**src/rtl/booth_mult_arbiter.sv**
```systemverilog
// ---------------------------------------------------------------------------
// booth_mult_arbiter
//
// Shares one sequential booth_mult instance (en/done handshake) between NREQ
// independent requesters. A round-robin arbiter picks the next requester,
// captures its operands, drives the multiplier until done and returns the
// product tagged with the requester index.
//
// Optional feature (compile-time macro): BOOTH_ARB_TIMEOUT_EN
//   When defined, a watchdog aborts a multiply that has not produced done
//   within TIMEOUT BUSY cycles and returns res_err=1, res_M=0.
//   When undefined, there is no watchdog and res_err is tied to 0.
//
// Handshake semantics (requester side):
//   A requester raises req_valid[i] with stable req_A/req_B slices and holds
//   them until grant[i] pulses; grant[i] means the operands were captured on
//   that edge. Dropping req_valid before grant withdraws the request. A level
//   still high after grant is a fresh request. Results carry no backpressure:
//   res_valid is a one-cycle pulse the consumer must take.
//
// Ports:
//   clk        in   system clock, rising edge
//   rst_n      in   asynchronous active-low reset
//   req_valid  in   [NREQ]        per-requester request level
//   req_A      in   [NREQ*width]  operand A, slice i = [i*width +: width]
//   req_B      in   [NREQ*width]  operand B, same slicing
//   grant      out  [NREQ]        one-hot pulse, operands captured
//   res_valid  out                one-cycle result pulse
//   res_id     out  [IDW]         owner of the result
//   res_M      out  [2*width]     signed product
//   res_err    out                result aborted by watchdog
//   busy       out                state != IDLE
//   mult_en    out                multiplier en
//   mult_A     out  [width]       multiplier A
//   mult_B     out  [width]       multiplier B
//   mult_done  in                 multiplier done
//   mult_M     in   [2*width]     multiplier product
//   dbg_state  out  [2]           current FSM state (0 IDLE, 1 BUSY, 2 RELEASE)
// ---------------------------------------------------------------------------
module booth_mult_arbiter #(
    parameter int width   = 8,
    parameter int NREQ    = 4,
    parameter int IDW     = 2,
    parameter int TIMEOUT = 64
) (
    input  logic                    clk,
    input  logic                    rst_n,
    input  logic [NREQ-1:0]         req_valid,
    input  logic [NREQ*width-1:0]   req_A,
    input  logic [NREQ*width-1:0]   req_B,
    output logic [NREQ-1:0]         grant,
    output logic                    res_valid,
    output logic [IDW-1:0]          res_id,
    output logic [2*width-1:0]      res_M,
    output logic                    res_err,
    output logic                    busy,
    output logic                    mult_en,
    output logic [width-1:0]        mult_A,
    output logic [width-1:0]        mult_B,
    input  logic                    mult_done,
    input  logic [2*width-1:0]      mult_M,
    output logic [1:0]              dbg_state
);

    if (NREQ < 2 || NREQ > 8 || (1 << IDW) < NREQ || TIMEOUT < 1) begin : g_bad_param
        $error("booth_mult_arbiter: illegal parameter combination");
    end

    typedef enum logic [1:0] {
        S_IDLE    = 2'd0,
        S_BUSY    = 2'd1,
        S_RELEASE = 2'd2
    } state_t;

    state_t               r_state;
    state_t               w_state_nxt;

    logic [NREQ-1:0]      r_grant,     w_grant_nxt;
    logic                 r_res_valid, w_res_valid_nxt;
    logic [IDW-1:0]       r_res_id,    w_res_id_nxt;
    logic [2*width-1:0]   r_res_M,     w_res_M_nxt;
    logic                 r_mult_en,   w_mult_en_nxt;
    logic [width-1:0]     r_mult_A,    w_mult_A_nxt;
    logic [width-1:0]     r_mult_B,    w_mult_B_nxt;
    logic [IDW-1:0]       r_rr_ptr,    w_rr_nxt;
    logic [IDW-1:0]       r_cur_id,    w_cur_id_nxt;
    logic                 r_busy;

    logic [IDW-1:0]       w_winner;
    logic                 w_found;
    int                   w_idx;
    logic                 w_timeout;

    // Round-robin search: first set request bit at or above rr_ptr, wrapping.
    always_comb begin
        w_winner = '0;
        w_found  = 1'b0;
        w_idx    = 0;
        for (int k = 0; k < NREQ; k++) begin
            if (!w_found) begin
                w_idx = int'(r_rr_ptr) + k;
                if (w_idx >= NREQ) begin
                    w_idx = w_idx - NREQ;
                end
                if (req_valid[w_idx]) begin
                    w_found  = 1'b1;
                    w_winner = IDW'(w_idx);
                end
            end
        end
    end

`ifdef BOOTH_ARB_TIMEOUT_EN
    localparam int WDW = $clog2(TIMEOUT + 1);

    logic [WDW-1:0] r_wdog, w_wdog_nxt;
    logic           r_res_err, w_res_err_nxt;

    // Fires on the TIMEOUT-th BUSY edge; done on the same edge takes priority
    // in the main next-state logic.
    assign w_timeout = (r_state == S_BUSY) && (r_wdog == WDW'(TIMEOUT - 1));

    always_comb begin
        w_wdog_nxt    = r_wdog;
        w_res_err_nxt = r_res_err;
        case (r_state)
            S_IDLE: w_wdog_nxt = '0;
            S_BUSY: begin
                w_wdog_nxt = r_wdog + WDW'(1);
                if (mult_done) begin
                    w_res_err_nxt = 1'b0;
                end else if (w_timeout) begin
                    w_res_err_nxt = 1'b1;
                end
            end
            default: ;
        endcase
    end

    always_ff @(posedge clk or negedge rst_n) begin
        if (!rst_n) begin
            r_wdog    <= '0;
            r_res_err <= 1'b0;
        end else begin
            r_wdog    <= w_wdog_nxt;
            r_res_err <= w_res_err_nxt;
        end
    end

    assign res_err = r_res_err;
`else
    assign w_timeout = 1'b0;
    assign res_err   = 1'b0;
`endif

    // Next-state and next-output logic; every output is registered below.
    always_comb begin
        w_state_nxt     = r_state;
        w_grant_nxt     = '0;
        w_res_valid_nxt = 1'b0;
        w_res_id_nxt    = r_res_id;
        w_res_M_nxt     = r_res_M;
        w_mult_en_nxt   = r_mult_en;
        w_mult_A_nxt    = r_mult_A;
        w_mult_B_nxt    = r_mult_B;
        w_rr_nxt        = r_rr_ptr;
        w_cur_id_nxt    = r_cur_id;

        case (r_state)
            S_IDLE: begin
                if (w_found) begin
                    w_grant_nxt[w_winner] = 1'b1;
                    w_mult_A_nxt  = req_A[w_winner*width +: width];
                    w_mult_B_nxt  = req_B[w_winner*width +: width];
                    w_mult_en_nxt = 1'b1;
                    w_cur_id_nxt  = w_winner;
                    w_rr_nxt      = (w_winner == IDW'(NREQ - 1)) ? '0 : w_winner + IDW'(1);
                    w_state_nxt   = S_BUSY;
                end
            end
            S_BUSY: begin
                if (mult_done) begin
                    w_res_valid_nxt = 1'b1;
                    w_res_M_nxt     = mult_M;
                    w_res_id_nxt    = r_cur_id;
                    w_mult_en_nxt   = 1'b0;
                    w_state_nxt     = S_RELEASE;
                end else if (w_timeout) begin
                    w_res_valid_nxt = 1'b1;
                    w_res_M_nxt     = '0;
                    w_res_id_nxt    = r_cur_id;
                    w_mult_en_nxt   = 1'b0;
                    w_state_nxt     = S_RELEASE;
                end
            end
            // One cycle with en low lets the multiplier drop done; a done
            // still visible here is stale and ignored.
            S_RELEASE: begin
                w_state_nxt = S_IDLE;
            end
            default: begin
                w_state_nxt   = S_IDLE;
                w_mult_en_nxt = 1'b0;
            end
        endcase
    end

    always_ff @(posedge clk or negedge rst_n) begin
        if (!rst_n) begin
            r_state     <= S_IDLE;
            r_grant     <= '0;
            r_res_valid <= 1'b0;
            r_res_id    <= '0;
            r_res_M     <= '0;
            r_mult_en   <= 1'b0;
            r_mult_A    <= '0;
            r_mult_B    <= '0;
            r_rr_ptr    <= '0;
            r_cur_id    <= '0;
            r_busy      <= 1'b0;
        end else begin
            r_state     <= w_state_nxt;
            r_grant     <= w_grant_nxt;
            r_res_valid <= w_res_valid_nxt;
            r_res_id    <= w_res_id_nxt;
            r_res_M     <= w_res_M_nxt;
            r_mult_en   <= w_mult_en_nxt;
            r_mult_A    <= w_mult_A_nxt;
            r_mult_B    <= w_mult_B_nxt;
            r_rr_ptr    <= w_rr_nxt;
            r_cur_id    <= w_cur_id_nxt;
            r_busy      <= (w_state_nxt != S_IDLE);
        end
    end

    assign grant     = r_grant;
    assign res_valid = r_res_valid;
    assign res_id    = r_res_id;
    assign res_M     = r_res_M;
    assign busy      = r_busy;
    assign mult_en   = r_mult_en;
    assign mult_A    = r_mult_A;
    assign mult_B    = r_mult_B;
    assign dbg_state = r_state;

endmodule

```
**config.mk**
```make
export PLATFORM = sky130hd
export DESIGN_NAME = booth_mult_arbiter
export DESIGN_NICKNAME = d
export VERILOG_FILES = /design/src/rtl/booth_mult_arbiter.sv
export SDC_FILE = /design/constraint.sdc
export NUM_CORES = 1
export LEC_CHECK = 0
export CAP_MARGIN = 20
export CORE_ASPECT_RATIO = 0.75
export CORE_UTILIZATION = 36
export DETAILED_ROUTE_END_ITERATION = 10
export MAX_ROUTING_LAYER = met4
export PLACE_DENSITY_LB_ADDON = 0.05
export SLEW_MARGIN = 5
export SYNTH_ARGS = -nofsm -noshare
export SYNTH_HDL_FRONTEND = slang
export SYNTH_SLANG_ARGS = --single-unit
```
**constraint.sdc**
```tcl
create_clock -name clk -period 1.8 [get_ports clk]
set_input_delay 0.36 -clock clk [delete_from_list [all_inputs] [get_ports clk]]
set_output_delay 0.36 -clock clk [all_outputs]
set_load 0.005 [all_outputs]
```
==> summary.md <==
| Metric | Value |
|---|---|
| Status | complete, no violations |
| Die width | 97.5 microns |
| CTS HTree Levels | 2 |
| Startpoint Class | flop |
| Sequential Area | 0.00118 sq mm |
| CP max stage delay | 0.39 ns |
| WP buf/inv | 4 |
| Met3 Wirelength | 496 microns |
| Setup violators final | 0 |
| R2R Setup Slk | 0.09 ns |
| Cell Rows | 25 |
| Routability cong. | 0.794 |
| Layout Cells excl Fill | 499 |
| DRC | 0 |
| Register area share after synthesis | 47.7% |
| Sink Count | 47 |
| Floorplan core area | 0.00644 sq mm |
| Die area | 0.00719 sq mm |
| MaxCap Viol Count | 0 |
| Final Hold Vio Count | 0 |
| Mapped Area | 0.00246 sq mm |
| Reg2Reg Capture Point | r_rr_ptr[1]$_DFFE_PN0P_ |
| Routed wirelength normalized by instance count | 15.6 microns |
| Post-synth EDFFs | 0 |
| Crit path kind | flop to flop |
| Final design instance area without fill | 0.00429 sq mm |
| Boundary Pins | 131 |
| Initial DRC count | 109 |
| Dpl hpwl | 5520 microns |
| Worst Max-Slew Pin Slew | 0.528 ns |
| Area Growth Syn to Fin | 74.2% |
| Initial core utilization | 38.3% |
| Worst-path clk slew | 0.09 ns |
| Fillers | 526 |
| PwrDens | 1210 mW/mm^2 |
| R2R cell count | 10 |
| Setup ws final | 0.0894 ns |
| Asr flop ratio synth | 100% |
| Total chip power | 0.00521 W |
| Critical path arrival | 1.90 ns |
| YS warnings | 0 |
| Period utilization | 95.0% |
| WP data required | 1.99 ns |
| Leak | 1.92 nW |
| CTS root buf | clkbuf_8 |
| Peak supply drop | 615 uV |
| Worst relative slew slack | 64.8% |
| Syn_area_per_cell | 9.41 sq um |
| CTS max path bufs | 2 |
| Worst Clk Skew | 0.00497 ns |
| Nets | 506 |
| Worst slack at placement | -0.581 ns |
| Delay-heaviest family, CP | buffers and inverters |
| M1 WL | 3640 microns |
| Antenna cell count | 0 |
| Setup TNS | 0 ns |
| Grt ovf | 0 |
| Main flop type after synthesis | dfrtp_1 |
| Via count | 2585 |
| Syn Nets | 350 |
| WL final | 7780 microns |
| Seq cells post-synth | 47 |
| Crit path cell chain | buf_6, buf_4, nor2_2, o21ai_2, nand3_4, buf_6, inv_2, ha_1, nand2_1, nand2_1 |
| Initial antenna violation count | 0 |
| Global-route wire length before repair | 12200 microns |
| Chip height | 73.7 microns |
| Placed Cells | 483 |
| TritonCTS clock tree | yes |
| Min cycle time layout | 1.71 ns |
| CP Capture Type | flop |
| Final ANT Viol Nets | 0 |
| Worst hold path class | input pin to async pin |
| Crit Reg-Reg Startpoint | r_rr_ptr[1]$_DFFE_PN0P_ |
| Slew Viols, Final | 0 |
| Routed vias/inst | 5.18 |
| Synth Instances | 262 |
| Fmax | 585 MHz |
| Fraction of layout cells with a size suffix above 1 | 14.6% |
| Critical-path top delay cell | dfrtp_1 |
| I/O Buffers | 129 |
| Multi-input logic area | 0.00123 sq mm |
| Crit path max fanout | 5 |
| Total global-route track usage | 22.1% |
| Synth cell types | 36 |
| Pre-antenna DRT Iters | 6 |
| Vias in the first global route | 2532 |
| Largest net degree at the start of global routing | 24 |
| Area after DPL | 0.00405 sq mm |
| Total CTS buffers | 5 |
| Top Metal Used | met4 |
| Routed wl met2 | 3590 microns |
| Clk Latency, worst-skew pair | 0.30 ns |
layout by cell type (no fill, tap or decap), drive strengths merged, types with 2 or more instances in the layout:
cell / count
a21o: 2
dlygate4sd2: 2
inv: 4
and2: 3
mux2i: 16
dfrtp: 47
a21bo: 16
o31ai: 16
nor2: 7
a21oi: 3
clkbuf: 8
clkdlybuf4s50: 124
nor3: 3
nand2: 76
buf: 38
nand2b: 2
o21ai: 3
nand4: 16
or2: 2
o211ai: 16
per-stage QoR:
| step | hold WS (ns) | utilization [%] |
|---|---|---|
| finish | 0.0285 | 66.6 |
| floorplan | 0.0644 | - |
| global route | 0.0538 | 66.6 |
| CTS | 0.0372 | 65.8 |
| global placement | 0.378 | 62.8 |
| detailed placement | 0.373 | 62.8 |
flip-flops by register name (all words and copies together) (netlist names):
signal     cells
busy           1
dbg_state      2
grant          4
mult_A         8
mult_B         8
mult_en        1
r_cur_id       2
r_rr_ptr       2
res_M         16
res_id         2
res_valid      1
logic make-up (layout without fill, tap and decap cells):
family | count (synthesis) | count (layout) | share of synthesized area, %
AND/OR/NAND/NOR | 114 | 114 | 21.3
other | 1 | 1 | 0.152
multiplexers | 16 | 16 | 6.50
flip-flops | 47 | 47 | 47.7
buffers and inverters | 23 | 179 | 4.21
AO/OA/AOI/OAI | 60 | 60 | 19.6
adder cells (fa/ha/maj) | 1 | 1 | 0.508
worst max-delay path by stage:
stage          slack [ns]  cells after the start                 endpoint               startpoint
6_report             0.09                     10  r_rr_ptr[1]$_DFFE_PN0P_  r_rr_ptr[1]$_DFFE_PN0P_
5_1_grt             -0.02                      9  r_rr_ptr[1]$_DFFE_PN0P_  r_rr_ptr[1]$_DFFE_PN0P_
3_5_place_dp        -0.58                      6    mult_B[6]$_DFFE_PN0P_             req_valid[2]
3_3_place_gp        -0.46                      6    mult_B[5]$_DFFE_PN0P_             req_valid[2]
2_1_floorplan        0.05                      9  r_rr_ptr[1]$_DFFE_PN0P_  r_rr_ptr[1]$_DFFE_PN0P_
4_1_cts              0.02                     10  r_rr_ptr[1]$_DFFE_PN0P_  r_rr_ptr[1]$_DFFE_PN0P_
Yosys cell counts (2+ instances only):
cell      count  area, sq um
a21bo_1      16          160
a21o_1        2         15.0
a21oi_1       3         15.0
and2_1        3         18.8
buf_2         5         25.0
buf_4         3         22.5
clkbuf_1      9         33.8
dfrtp_1      47         1180
inv_1         3         11.3
mux2i_1      16          160
nand2_1      76          285
nand2b_1      2         12.5
nand4_1      16          100
nor2_1        7         26.3
nor3_1        2         10.0
o211ai_1     16          120
o21ai_1       2         10.0
o31ai_1      16          120
what timing repair did:
action	CTS	global route
cloned	1	2
gates resized for setup	13	12
endpoints found under the setup margin	18	17
setup buffers	5	2
endpoints found under the hold margin	0	0
pin swaps	3	4
hold buffers	0	0
final cells by class:
class	count	area share (%)
clock buffer	5	1.60
clock inverter	2	0.874
inverter	5	0.437
multi-input combinational	192	28.7
sequential	47	27.4
tap	81	2.36
timing repair buffer	167	38.6
power by group:
| part | switching, W | total [W] | leakage (nW) | internal [W] |
|---|---|---|---|---|
| Sequential | 0.000209 | 0.00167 | 0.583 | 0.00146 |
| Combinational | 0.00117 | 0.00277 | 1.29 | 0.00161 |
| Clock | 0.000358 | 0.000764 | 0.0502 | 0.000406 |
routing by layer:
metal  global-route usage, %  vias to the layer above
li1                        -                     1240
met2                    35.3                      117
met1                    28.6                     1222
met3                    4.85                        6
met5                       -                        -
met4                    6.21                        0
Power figures use the tool's default switching activity.
==> patch 1, RTL diff (same flow settings) <==
`IDW`: 2 -> 4.
--- a/src/rtl/booth_mult_arbiter.sv
+++ b/src/rtl/booth_mult_arbiter.sv
@@ -42,3 +42,3 @@
     parameter int NREQ    = 4,
-    parameter int IDW     = 2,
+    parameter int IDW     = 4,
     parameter int TIMEOUT = 64
Interface: changed (resized res_id); port bits go from 131 to 133. The function was not compared with the original's and may differ.
==> patch 1 against the unedited design <==
  * Sequential cell count is 6 higher
  * Setup slack worse by 1.2 ns
  * Highest routed layer unchanged
  * Cell area is 31% higher
  * The flow now finishes with violations (negative setup slack)
  * Routed wire length is 18% higher
  * Synthesized area is 30% higher
  * Combinational power grew to 3.1 times the old value
  * Count of clock-buffer cells in the layout is 1 higher
  * Power is 120% higher
==> patch 1: results <==
[run_status]
result_of_the_run = complete, but fails checks
violated_checks = negative setup slack

[timing]
final.setup.tns_ns = -33.03
worst_pin_slew_ns = 0.562
setup_ws_ns = -1.16
setup_viol_count_final = 31
finClkSkew_ns = 0.00355
final.hold.worst_slack_ns = 0.0538

[worst_setup_path]
max_stage_delay_ns = 0.45
critical_path.reg2reg.startpoint = r_rr_ptr[2]$_DFFE_PN0P_
worstSetupEndpoint = grant[1]$_DFF_PN0_
crit_path_max_fanout = 10
worst-r2r-cell-count = 14

[grt]
grt.total_usage_pct = 20.9
globalRouteMet1Util_pct = 26.1
grt.met2_usage_pct = 35.2
grt_use_met3_pct = 4.72
maximum_number_of_pins_on_one_net_before_global_route_repair = 54
grt_first_pass_wirelength_um = 15000
vias_in_the_first_global_route = 3145

[route]
detailedRoute.firstPassIterationCount = 4
drt-vias-per-instance = 4.96
met3_wirelength_um = 526
met2WireLength_um = 4500
routed_wirelength_um = 9190
drt_iter0_markers = 118
routedLengthMet1_um = 4090
routed_length_per_placed_instance_um = 15.3

[synthesis]
post_synth_num_cell_types = 49
post_synthesis_compound_gate_area_fraction_pct = 13.4
synth_top_cells_by_count = nand2_1, dfrtp_1, mux4_2, ha_1
post_synth_mux_area_share_pct = 15.4
synth_sequential_area_ratio_pct = 41.5
synthesis.nets = 407
synth_xor_area_share_pct = 1.92
synth_adder_area_share_pct = 7.44
synth.avg_cell_area_um2 = 10.6
ys_top_cells_by_area = dfrtp_1, mux4_2, nand2_1, ha_1, a22o_1

[placement]
place_congestion = 0.776
total_half_perimeter_wirelength_after_legalization_and_detailed_placement_um = 6710
place_inst = 577
placement.io_buffers = 131
postPlaceCellArea_um2 = 5070

[power_and_ir_drop]
switchingPower_uw = 4400
clockPowerShare_pct = 8.2
pwr.group.clock_uw = 943
static-leakage-power_uw = 0.00249
seq_power_share_pct = 17.0

[clocking]
gates_resized_cts_repair = 45
post_cts.repair.setup_buffers = 11
cts_root_buf = clkbuf_16

[layout]
final_design_area_no_fill_um2 = 5630
design.final.nets = 597
patch 1: cell count changes after synthesis, sizes merged, moves of 5 or more:
cell	change
mux4	+20
ha	+18
a22o	+17
a21bo	-16
nand4	-16
o31ai	-16
o211ai	-15
mux2i	-14
inv	+13
o21ai	+11
dfrtp	+6
a21oi	+5
xnor2	+5
patch 1: worst max-delay path, delay by kind of cell, from the launching register on:
| kind | cells | cell delay [ns] |
|---|---|---|
| AOI/OAI and AO/OA | 5 | 0.88 |
| xor gates and xnor gates | 1 | 0.16 |
| adders and majority gates | 2 | 0.43 |
| buffers and inverters | 3 | 0.38 |
| DFF | 1 | 0.45 |
| muxes | 1 | 0.31 |
| and+or+nand+nor | 2 | 0.30 |
patch 1: final cells by class:
cell class	count	area share, %
Tap cell	108	2.40
Clock inverter	2	0.267
Inverter	17	1.33
Sequential cell	53	23.6
Multi-Input combinational cell	214	34.4
Timing Repair Buffer	200	35.7
Clock buffer	6	2.29
==> patch 2, RTL diff (config.mk and constraints unchanged) <==
Without the edit above. `r_res_M` no longer has a reset.
--- a/src/rtl/booth_mult_arbiter.sv
+++ b/src/rtl/booth_mult_arbiter.sv
@@ -213,3 +213,2 @@
             r_res_id    <= '0;
-            r_res_M     <= '0;
             r_mult_en   <= 1'b0;
@@ -225,3 +224,2 @@
             r_res_id    <= w_res_id_nxt;
-            r_res_M     <= w_res_M_nxt;
             r_mult_en   <= w_mult_en_nxt;
@@ -233,2 +231,6 @@
         end
+    end
+
+    always_ff @(posedge clk) begin
+        r_res_M <= w_res_M_nxt;
     end
Check against the original RTL: differs if rst_n is asserted again (counterexample within 4 cycles, from zero or initial values and one cycle with rst_n low); with rst_n held inactive, the same outputs for 10 cycles.
==> patch 2 against the unedited design <==
  * Combinational power down 25%
  * Sequential cell count unchanged
  * Cell area shrank 6.6%
  * Via count down 15%
  * Synthesized area decreased by 4.8%
  * Power down 16%
  * Routed wire length decreased by 15%
  * Setup slack improved by 0.018 ns
  * Clock power decreased by 9.7%
  * Highest routed layer unchanged
==> patch 2: results <==
[route]
drt_iter0_markers = 124
routed_length_per_placed_instance_um = 15.1
drt-vias-per-instance = 5.05
detailedRoute.firstPassIterationCount = 4

[synthesis]
synthesis.nets = 294
synth-edff-count = 16
post_synth_num_cell_types = 35
ys_top_cells_by_area = dfrtp_1, edfxtp_1, a21bo_1, mux2i_1, o211ai_1
synth-async-reset-ratio_pct = 66.0
synth_sequential_area_ratio_pct = 53.5
synth_ff_type = dfrtp_1
synth_top_cells_by_count = dfrtp_1, nand2_1

[layout]
post_route_cells_drive_above_1_share_pct = 13.5
flip_flop_count_of_the_largest_register_after_layout = 16
design.final.nets = 443

[power_and_ir_drop]
static-leakage-power_uw = 0.00166
ir_drop_mv = 0.454

[worst_setup_path]
crit_slowest_cell = dfrtp_2
crit_path_max_fanout = 10
max_stage_delay_ns = 0.47
critical-path-top-delay-family = flip-flops

[hold_path]
worstHoldPathType = in -> async

[grt]
grt.total_usage_pct = 20.7
vias_in_the_first_global_route = 2122
maximum_number_of_pins_on_one_net_before_global_route_repair = 32
initial_antenna_violation_count = 0
grt_first_pass_wirelength_um = 10500

[clocking]
worstSkewPairLatency_ns = 0.31
cts_root_buf = clkbuf_8

[timing]
finClkSkew_ns = 0.00982
slew_headroom_pct = 53.5

[run_status]
result_of_the_run = completed

[placement]
placement.io_buffers = 129
total_half_perimeter_wirelength_after_legalization_and_detailed_placement_um = 4990
place_congestion = 0.817
-- patch 2: cell count changes after synthesis, sizes merged, moves of 2 or more --
cell and delta:
dfrtp -16, nor2 +2, edfxtp +16, mux2 +2, clkbuf -2, nand2 -54
-- patch 2: logic make-up (layout without fill, tap and decap cells) --
group	Yosys count	in the layout	share of synthesized area, %
flip-flops	47	47	53.5
multiplexers	18	18	7.78
buffers and inverters	18	168	3.62
AO/OA/AOI/OAI	60	60	20.6
AND/OR/NAND/NOR	61	61	13.8
other	1	1	0.160
adder cells (fa/ha/maj)	1	1	0.533
-- patch 2: what timing repair did --
action / CTS / global route
buffers inserted: 0 / 0
resized for setup: 2 / 7
pin swaps: 0 / 1
endpoints found under the setup margin: 2 / 17
-- patch 2: area by class of cell --
cell class                 instances  area (µm²)
multi-input combinational        141        1010
timing repair buffer             157        1530
inverter                           3        11.3
sequential                        47        1260
clock buffer                       5        68.8
clock inverter                     3        26.3
fill                             527        2280
tap                               81         101
-- patch 2: worst register-to-register path, cell delays in order, from the launching register on --
cell and delay (ns):
dfrtp_2 0.47, nand2b_1 0.17, a21o_1 0.20, nand3_1 0.11, buf_4 0.21, inv_2 0.05, ha_1 0.28, nand2_1 0.05
nand2_1 0.04
-- patch 2: metal layers --
metal	wire length [µm]	global-route usage [%]
met5	0	-
met3	426	4.61
met2	3040	30.4
met4	48	4.21
met1	3080	29.5
-- patch 2: report_power, final --
group          total, µW  switching [µW]  internal (µW)  leakage (µW)
combinational       2070             861           1210       0.00108
sequential          1610             183           1430      0.000533
clock                690             400            290     0.0000510
-- patch 2: final timing paths --
check / start / to / slack, ns / depth (start not counted)
min: rst_n / mult_en$_DFFE_PN0P_ / 0.08 / 1
min in group clk: r_cur_id[1]$_DFFE_PN0P_ / r_cur_id[1]$_DFFE_PN0P_ / 0.49 / 1
min reg2reg: r_cur_id[1]$_DFFE_PN0P_ / r_cur_id[1]$_DFFE_PN0P_ / 0.49 / 1
max: r_rr_ptr[1]$_DFFE_PN0P_ / r_rr_ptr[1]$_DFFE_PN0P_ / 0.11 / 8
max reg2reg: r_rr_ptr[1]$_DFFE_PN0P_ / r_rr_ptr[1]$_DFFE_PN0P_ / 0.11 / 8
max in group asynchronous: rst_n / r_rr_ptr[1]$_DFFE_PN0P_ / 1.22 / 1
-- patch 2: per-stage QoR --
stage / instance area (µm²) / power, µW / setup TNS [ns] / cells / setup WS (ns)
after floorplan: 2350 / 2540 / 0 / 206 / 0.0489
after global placement: 3900 / 3670 / -5.60 / 429 / -0.282
after detailed placement: 3900 / 3700 / -6.07 / 429 / -0.318
after CTS: 3990 / 4390 / 0 / 437 / 0.0255
after global routing: 4010 / 4670 / 0 / 437 / 0.00410
final: 4010 / 4370 / 0 / 437 / 0.107
